`src/rtl/fft16_output_reorder.sv`:
```
// fft16_output_reorder: double-buffers 4-lane digit-reversed radix-4 FFT frames
// and streams the 16 bins serially in natural order over valid/ready.
`default_nettype none

module fft16_output_reorder #(
   parameter int DATA_W = 32
) (
   input  logic              clk,
   input  logic              reset,
   input  logic              in_valid,
   input  logic              in_first,
   output logic              in_ready,
   input  logic [DATA_W-1:0] data_in_0,
   input  logic [DATA_W-1:0] data_in_1,
   input  logic [DATA_W-1:0] data_in_2,
   input  logic [DATA_W-1:0] data_in_3,
   output logic              out_valid,
   input  logic              out_ready,
   output logic [DATA_W-1:0] data_out,
   output logic [3:0]        out_index,
   output logic              out_last,
   output logic              frame_err
);

   typedef enum logic {
      BANK_EMPTY = 1'b0,
      BANK_FULL  = 1'b1
   } bank_state_e;

   bank_state_e       bank_st_q [2];
   bank_state_e       bank_st_d [2];
   logic              wr_bank_q, wr_bank_d;
   logic [1:0]        wr_beat_q, wr_beat_d;
   logic              rd_bank_q, rd_bank_d;
   logic [3:0]        rd_idx_q, rd_idx_d;
   logic              in_ready_q, in_ready_d;
   logic              frame_err_q, frame_err_d;
   logic [DATA_W-1:0] mem_q [2][16];

   logic              accept;
   logic              resync;
   logic [1:0]        beat;
   logic              rd_fire;

   assign accept  = in_valid & in_ready_q;
   assign resync  = accept & in_first & (wr_beat_q != 2'd0);
   // A resync restarts the frame: the accepted beat lands in slot 0.
   assign beat    = resync ? 2'd0 : wr_beat_q;
   assign rd_fire = out_valid & out_ready;

   always_ff @(posedge clk or negedge reset) begin
      if (!reset) begin
         bank_st_q[0] <= BANK_EMPTY;
         bank_st_q[1] <= BANK_EMPTY;
         wr_bank_q    <= 1'b0;
         wr_beat_q    <= 2'd0;
         rd_bank_q    <= 1'b0;
         rd_idx_q     <= 4'd0;
         in_ready_q   <= 1'b0;
         frame_err_q  <= 1'b0;
      end else begin
         bank_st_q[0] <= bank_st_d[0];
         bank_st_q[1] <= bank_st_d[1];
         wr_bank_q    <= wr_bank_d;
         wr_beat_q    <= wr_beat_d;
         rd_bank_q    <= rd_bank_d;
         rd_idx_q     <= rd_idx_d;
         in_ready_q   <= in_ready_d;
         frame_err_q  <= frame_err_d;
      end
   end

   always_comb begin
      bank_st_d[0] = bank_st_q[0];
      bank_st_d[1] = bank_st_q[1];
      wr_bank_d    = wr_bank_q;
      wr_beat_d    = wr_beat_q;
      rd_bank_d    = rd_bank_q;
      rd_idx_d     = rd_idx_q;
      frame_err_d  = resync;

      if (accept) begin
         wr_beat_d = beat + 2'd1;
         if (beat == 2'd3) begin
            bank_st_d[wr_bank_q] = BANK_FULL;
            wr_bank_d            = ~wr_bank_q;
         end
      end

      if (rd_fire) begin
         rd_idx_d = rd_idx_q + 4'd1;
         if (rd_idx_q == 4'd15) begin
            bank_st_d[rd_bank_q] = BANK_EMPTY;
            rd_bank_d            = ~rd_bank_q;
         end
      end

      // Registered ready: a bank freed this edge is writable only next cycle.
      in_ready_d = (bank_st_d[wr_bank_d] == BANK_EMPTY);
   end

   // Bin k = 4*lane + beat, i.e. {lane, beat}.
   always_ff @(posedge clk) begin
      if (accept) begin
         mem_q[wr_bank_q][{2'd0, beat}] <= data_in_0;
         mem_q[wr_bank_q][{2'd1, beat}] <= data_in_1;
         mem_q[wr_bank_q][{2'd2, beat}] <= data_in_2;
         mem_q[wr_bank_q][{2'd3, beat}] <= data_in_3;
      end
   end

   always_comb begin
      out_valid = (bank_st_q[rd_bank_q] == BANK_FULL);
      data_out  = '0;
      out_index = 4'd0;
      out_last  = 1'b0;
      if (out_valid) begin
         data_out  = mem_q[rd_bank_q][rd_idx_q];
         out_index = rd_idx_q;
         out_last  = (rd_idx_q == 4'd15);
      end
   end

   assign in_ready  = in_ready_q;
   assign frame_err = frame_err_q;

endmodule

`default_nettype wire

```
`config.mk`:
```
export PLATFORM = sky130hd
export DESIGN_NAME = fft16_output_reorder
export DESIGN_NICKNAME = d
export VERILOG_FILES = /design/src/rtl/fft16_output_reorder.sv
export SDC_FILE = /design/constraint.sdc
export NUM_CORES = 1
export LEC_CHECK = 0
export ABC_AREA = 0
export CAP_MARGIN = 20
export CELL_PAD_IN_SITES_DETAIL_PLACEMENT = 0
export CELL_PAD_IN_SITES_GLOBAL_PLACEMENT = 1
export CORE_ASPECT_RATIO = 1.5
export CORE_MARGIN = 8
export CORE_UTILIZATION = 47
export CTS_CLUSTER_DIAMETER = 200
export CTS_CLUSTER_SIZE = 16
export DETAILED_ROUTE_END_ITERATION = 12
export GPL_TIMING_DRIVEN = 0
export PLACE_DENSITY = 0.77
export SYNTH_ARGS = -nofsm -noshare
export SYNTH_HDL_FRONTEND = slang
export SYNTH_SLANG_ARGS = --single-unit
```
`constraint.sdc`:
```
create_clock -name clk -period 7.34 [get_ports clk]
set_input_delay 1.101 -clock clk [delete_from_list [all_inputs] [get_ports clk]]
set_output_delay 1.101 -clock clk [all_outputs]
set_load 0.05 [all_outputs]
```
# After elaboration in Yosys (flattened, before gate mapping)
# Memories as Yosys holds them, arrays and structs flattened.
# Cells that the tools add are included.
[classes]
add_sub_neg = 2
n_lt_le_gt_ge = 14
n_eq_ne = 2
muxes = 1572
bitwise = 1554
n_reduce_logical = 8
[ops]
columns = ["operator", "count"]
rows = [
  ["two-way mux 512 bit", 4],
  ["two-way mux 1 bit", 1548],
  ["OR 1 bit", 1536],
  ["demux 32 bit (select 4 bit)", 4],
  ["two-way mux 32 bit", 7],
  ["binary-select mux 32 bit (select 4 bit)", 1],
  [">= comparator 5 bit (second input constant)", 5],
  ["< comparator 5 x 1 -> 1 bit (second input constant)", 4],
  ["inverter 4 -> 5 bit", 3],
  ["two-way mux 2 bit", 5],
  [">= comparator 2 bit (second input constant)", 3],
  ["logical AND 1 bit", 6],
  ["inverter 1 -> 2 bit", 3],
  ["inverter 2 -> 5 bit", 1],
  ["inverter 3 -> 5 bit", 1],
  ["adder 4 x 1 -> 4 bit (second input constant)", 1],
  ["bitwise AND 1 bit", 4],
  ["== test 4 bit (second input constant)", 1],
  ["< comparator 2 x 1 -> 1 bit (second input constant)", 2],
  ["two-way mux 4 bit", 1],
  ["inverter 1 bit", 3],
  ["adder 2 x 1 -> 2 bit (second input constant)", 1],
  ["bitwise AND 2 bit", 1],
  ["demux 1 bit (select 1 bit)", 2],
  ["other kinds (5)", 5],
]
[word_totals]
register_bits = 12
ram_bits = 1024
out_inout_bits = 40
memories = 1
[memory_table]
columns = ["memory", "words", "word_bits", "read_ports", "rd_clocked_by_memory_dff", "write_ports", "line", "text"]
rows = [
  ["mem_q", 2, 512, 1, 0, 1, "38", "logic [DATA_W-1:0] mem_q [2][16];"],
]

# Longest topological paths before layout
[depth]
depth_word = 15
ltp_mapped = 12
mapped_depth_nobuf = 9

# Least setup slack after synthesis
# No wires, ideal clock.
[synth_path]
kind = "input port to flip-flop"
startpoint = "input port in_valid"
endpoint = "memory mem_q[0][192] in the netlist's numbering (enable)"
t_arrival_ps = 7545
required_time_ps = 6723
setup_slack_ps = -823
stages = 9
cell_sequence = "and2_1 clkbuf_1 o211ai_1 nand2_1 inv_1 ha_1 nand2_1 clkbuf_1 nor2_1"
[synth_via]
elab_chain_len = 13
[synth_lines]
columns = ["element", "line", "text"]
rows = [
  ["from (decl)", "10", "input logic in_valid,"],
  ["bitwise AND 1 bit *", "45", "assign accept = in_valid & in_ready_q;"],
  ["bitwise AND 1 bit (2 in a row)", "46", "assign resync = accept & in_first & (wr_beat_q != 2'd0);"],
  ["two-way mux 2 bit", "48", "assign beat = resync ? 2'd0 : wr_beat_q;"],
  ["inverter 2 -> 5 bit (not written as such) or inverter 3 -> 5 bit (tied branches)", "105, 106", ""],
  [">= comparator 5 bit (not written as such) (tied with other cells)", "105", "mem_q[wr_bank_q][{2'd0, beat}] <= data_in_0;"],
  ["logical AND 1 bit (on tied branches)", "105, 106", ""],
  ["two-way mux 32 bit (on tied branches)", "105, 106", ""],
  ["demux 32 bit (select 4 bit) (on tied branches)", "105, 106", ""],
  ["two-way mux 512 bit (on tied branches)", "105, 106", ""],
  ["OR 1 bit (no source line) (2 in a row)", "n/a", ""],
  ["OR 1 bit (no source line) *", "n/a", ""],
  ["to (decl)", "38", ""],
]
# Mark *: on every way between the ends. The rest lies on a longest branch, timed or not.

# Final worst setup path
[layout_path]
startpoint = "register rd_idx_q[3]"
endpoint = "output port data_out[18]"
[layout_via]
elab_chain_len = 5
[layout_lines]
columns = ["element", "line", "text"]
rows = [
  ["from (decl)", "35", "logic [3:0] rd_idx_q, rd_idx_d;"],
  ["from (signal assigned)", "67", "rd_idx_q <= rd_idx_d;"],
  ["inverter 4 -> 5 bit (not written as such)", "118", "data_out = mem_q[rd_bank_q][rd_idx_q];"],
  ["binary-select mux 32 bit (select 4 bit)", "118", ""],
  ["two-way mux 32 bit (not written as such) (2 in a row)", "118", ""],
  ["two-way mux 32 bit", "117", "if (out_valid) begin"],
  ["to (decl)", "19", "output logic [DATA_W-1:0] data_out,"],
]
# No other way between the ends. The select of a mux whose other input is x is not followed.

==> key figures <==
Clock network
  • Buffer levels on the longest clock path: 3
  • Root cell of the clock tree: sky130_fd_sc_hd__clkbuf_16
  • TritonCTS clock tree: built
  • Clock insertion delay at the later pin of the skew report: 0.67 ns
  • Level count of the clock H-tree: 3
  • Cts hold-fix bufs: 0
  • Number of clock buffers inserted by TritonCTS: 74
  • Number of buffers inserted to repair setup after CTS: 0
  • Clock Pin Slew Worst Setup and Hold Paths: 0.08 ns
  • Number of sinks driven by the clock tree: around 1000
  • Post-CTS resize count: 0

STA
  • Hold Vio Cnt, Final: 0
  • Transition at the pin with the smallest max-transition slack: 1.24 ns
  • Worst relative slew slack: 0.171
  • RSZ-0062 raised after global routing: false
  • Maximum clock frequency: 173 MHz
  • Max-slew violation count: 0
  • Min Tclk post-route: approximately 5.8 ns
  • Part of the cycle the worst path needs: 0.787
  • Worst clock skew on the final layout: 0.0307 ns
  • Total setup violations reported at the end of the flow: 0

Yosys
  • Synthesized flop and latch total: 1036
  • Most instantiated flip-flop cell in the synthesis netlist: sky130_fd_sc_hd__edfxtp_1
  • Post-synth top area share: 0.711
  • Mean cell area of the mapped netlist: 15.6 um^2
  • Register area share after synthesis: 0.718
  • Post-synthesis net count: 2914
  • Cells taking the most area after synthesis: sky130_fd_sc_hd__edfxtp_1 (71%), sky130_fd_sc_hd__mux4_2 (9.9%), sky130_fd_sc_hd__nand2_1 (8.4%), sky130_fd_sc_hd__mux2i_1 (3.1%), sky130_fd_sc_hd__a22oi_1 (1.7%)
  • Number of instances in the synthesized netlist: roughly 2800
  • Number of enable flip-flop cells after synthesis: between 1000 and 1500
  • Biggest area consumer among synthesized cells: sky130_fd_sc_hd__edfxtp_1
  • Distinct cells, synth: 30
  • Most instantiated library cell after synthesis: sky130_fd_sc_hd__edfxtp_1
  • Share of flip-flops with an asynchronous set or reset: 0.0116
  • Top cells by count, synth: sky130_fd_sc_hd__edfxtp_1 (1024), sky130_fd_sc_hd__nand2_1 (967), sky130_fd_sc_hd__mux4_2 (190)
  • Synth Cell Area: 43300 um^2
  • Yosys warns: 0

Worst setup path
  • Worst EP arrival: 4.68 ns
  • Category of the critical setup timing path: flip-flop to output port
  • Worst r2r path cells: 11
  • Biggest fanout along the worst timing path: 10
  • Startpoint kind of the worst setup timing path: flip-flop
  • Required time of the worst setup path: 6.24 ns
  • Capturing element type of the critical path: output port

Floorplanning
  • Row count: 136
  • Initial core utilization: 0.474
  • Core Region: 91400 um^2
  • Die Height: 388 um
  • Die width: 264 um
  • Die Area: 102000 um^2
  • Top-level I/O count: 173

Drt
  • Post-detailed-route count of antenna-violating nets: 0
  • Residual DRC count: 0
  • Via Count: 27000
  • First drt pass iteration count: 6
  • WL/cell: 33.5 um
  • Overall routed net length: 143000 um
  • First-iteration detailed-routing DRC count: 3985
  • Vias per cell: about 6.3

Power
  • Switching share of total power: 0.383
  • Leakage power summed over all cells: 16.7 nW
  • Pwr per Cell Area: 384 nW/um^2
  • Combinational share of power: 0.414
  • Share of total power in sequential cells: 0.386
  • Internal Dissipation: 11.8 mW
  • Max rail drop VDD: between 0.2 and 0.3 mV
  • Sw power: approximately 7.3 mW
  • Clock Power Share: 0.200

Job
  • Maximum capacitance violations: 0

GRT
  • First-pass GRT wire length: 199000 um
  • Pin count of the biggest net entering global routing: 58
  • Vias in the first global route: 27500
  • GRT Residual Overflow: 0
  • Initial antenna violation count: 5
  • Total global routing track utilization: 0.276

Cells and area
  • Area Overhead vs Synth: 15.0%
  • Fraction of layout cells with a size suffix above 1: 0.140
  • Layout net count: 3228
  • Final Instance Count excl. Fillers: 4285
  • Post-Layout Inst Area: 49800 um^2

Min path
  • Hold crit path type: flip-flop to flip-flop
  • Hold Path Stages: 2

Outcome
  • Outcome: completed

Place
  • Hpwl dp: 98600 um
  • Number of port buffers: about 170
  • RePlAce Congestion: 0.883
  • Number of instances in the placed design: 4182
  • Instance area at placement: roughly 48000 um^2
[sequential cells by signal, indices dropped and copies added (netlist names)]
signal     flops
rd_bank_q      1
mem_q       1024
in_ready       1
bank_st_q      2
frame_err      1
wr_bank_q      1
rd_idx_q       4
wr_beat_q      2
[metrics by stage]
step	worst slack [ns]	setup TNS, ns	power, mW	hold slack [ns]	util
after floorplan	1.34	0	12.0	0.504	-
after global placement	-3.43	-2830.98	15.1	0.519	0.509
after detailed placement	1.66	0	15.3	0.544	0.522
after CTS	1.60	0	19.0	0.577	0.544
after global routing	1.55	0	19.6	0.596	0.545
final	1.56	0	19.1	0.595	0.545
[power groups by stage]
stage / registers (mW) / clock network, mW / logic (mW)
after global routing: 7.41 / 4.03 / 8.14
after global placement: 7.61 / 0 / 7.48
after CTS: 7.38 / 3.83 / 7.84
after detailed placement: 7.51 / 0 / 7.81
after floorplan: 7.53 / 0 / 4.52
final: 7.38 / 3.82 / 7.90
[critical path: stages, from the launching register on]
cell and delay [ns]:
sky130_fd_sc_hd__dfrtp_1 0.33, sky130_fd_sc_hd__buf_2 0.30, sky130_fd_sc_hd__inv_1 0.17, sky130_fd_sc_hd__nor4b_2 0.91, sky130_fd_sc_hd__clkbuf_1 0.88, sky130_fd_sc_hd__a22oi_1 0.24
sky130_fd_sc_hd__nand4_1 0.28, sky130_fd_sc_hd__clkdlybuf4s50_1 0.87
[final timing paths]
path	slack (ns)	endpoint	from
worst max-delay path	1.56	data_out[18]	rd_idx_q[3]
worst min-delay path	0.59	bank_st_q[0]	bank_st_q[0]
worst max register to register	2.79	mem_q[1][289]	in_ready
worst min register to register	0.59	bank_st_q[0]	bank_st_q[0]
max in group asynchronous	6.08	wr_bank_q	reset
min in group asynchronous	0.83	rd_idx_q[3]	reset
[cells by family (layout without fill, tap and decap cells)]
group	count (synthesis)	after routing	synth area share
compound gates	133	133	0.0221
fa+ha+maj	5	5	0.00145
mux	356	356	0.138
buf+inv	168	500	0.0189
flops	1036	1036	0.718
xor+xnor	5	5	0.00101
simple gates	1073	1073	0.101
other cells	0	4	0
[layout by cell type, fill, tap and decap left out, types with 9 or more instances in the layout]
| cell | instances |
|---|---|
| sky130_fd_sc_hd__buf_6 | 12 |
| sky130_fd_sc_hd__buf_2 | 18 |
| sky130_fd_sc_hd__nand2_1 | 967 |
| sky130_fd_sc_hd__nand4_1 | 33 |
| sky130_fd_sc_hd__buf_1 | 10 |
| sky130_fd_sc_hd__mux2_2 | 33 |
| sky130_fd_sc_hd__buf_16 | 16 |
| sky130_fd_sc_hd__buf_12 | 18 |
| sky130_fd_sc_hd__clkdlybuf4s50_1 | 172 |
| sky130_fd_sc_hd__a31oi_1 | 31 |
| sky130_fd_sc_hd__buf_4 | 17 |
| sky130_fd_sc_hd__mux2i_1 | 132 |
| sky130_fd_sc_hd__dfrtp_1 | 12 |
| sky130_fd_sc_hd__buf_8 | 32 |
| sky130_fd_sc_hd__and4_1 | 33 |
| sky130_fd_sc_hd__clkbuf_1 | 112 |
| sky130_fd_sc_hd__clkbuf_2 | 9 |
| sky130_fd_sc_hd__clkbuf_16 | 74 |
| sky130_fd_sc_hd__mux4_2 | 190 |
| sky130_fd_sc_hd__edfxtp_1 | 1024 |
| sky130_fd_sc_hd__a22oi_1 | 98 |
[metal layers]
metal / wire length, um / part of all wire / vias to the layer above / track usage
li1: - / - / 11100 / -
met1: 48100 / 0.34 / 13600 / 0.325
met2: 70100 / 0.49 / 1836 / 0.455
met3: 14900 / 0.10 / 430 / 0.0595
met4: 10300 / 0.072 / 6 / 0.181
met5: 32 / 0.00022 / - / 0
[area by class of cell]
type	instances	area, um^2
fill	7252	41600
sequential	1036	31000
multi-input combinational	1572	11400
timing repair buffer	238	2990
clock buffer	90	1910
tap	1173	1470
buffer	162	811
clock inverter	4	63.8
inverter	6	22.5
antenna	4	10.0
No activity file was read; power rests on OpenSTA's default activity.
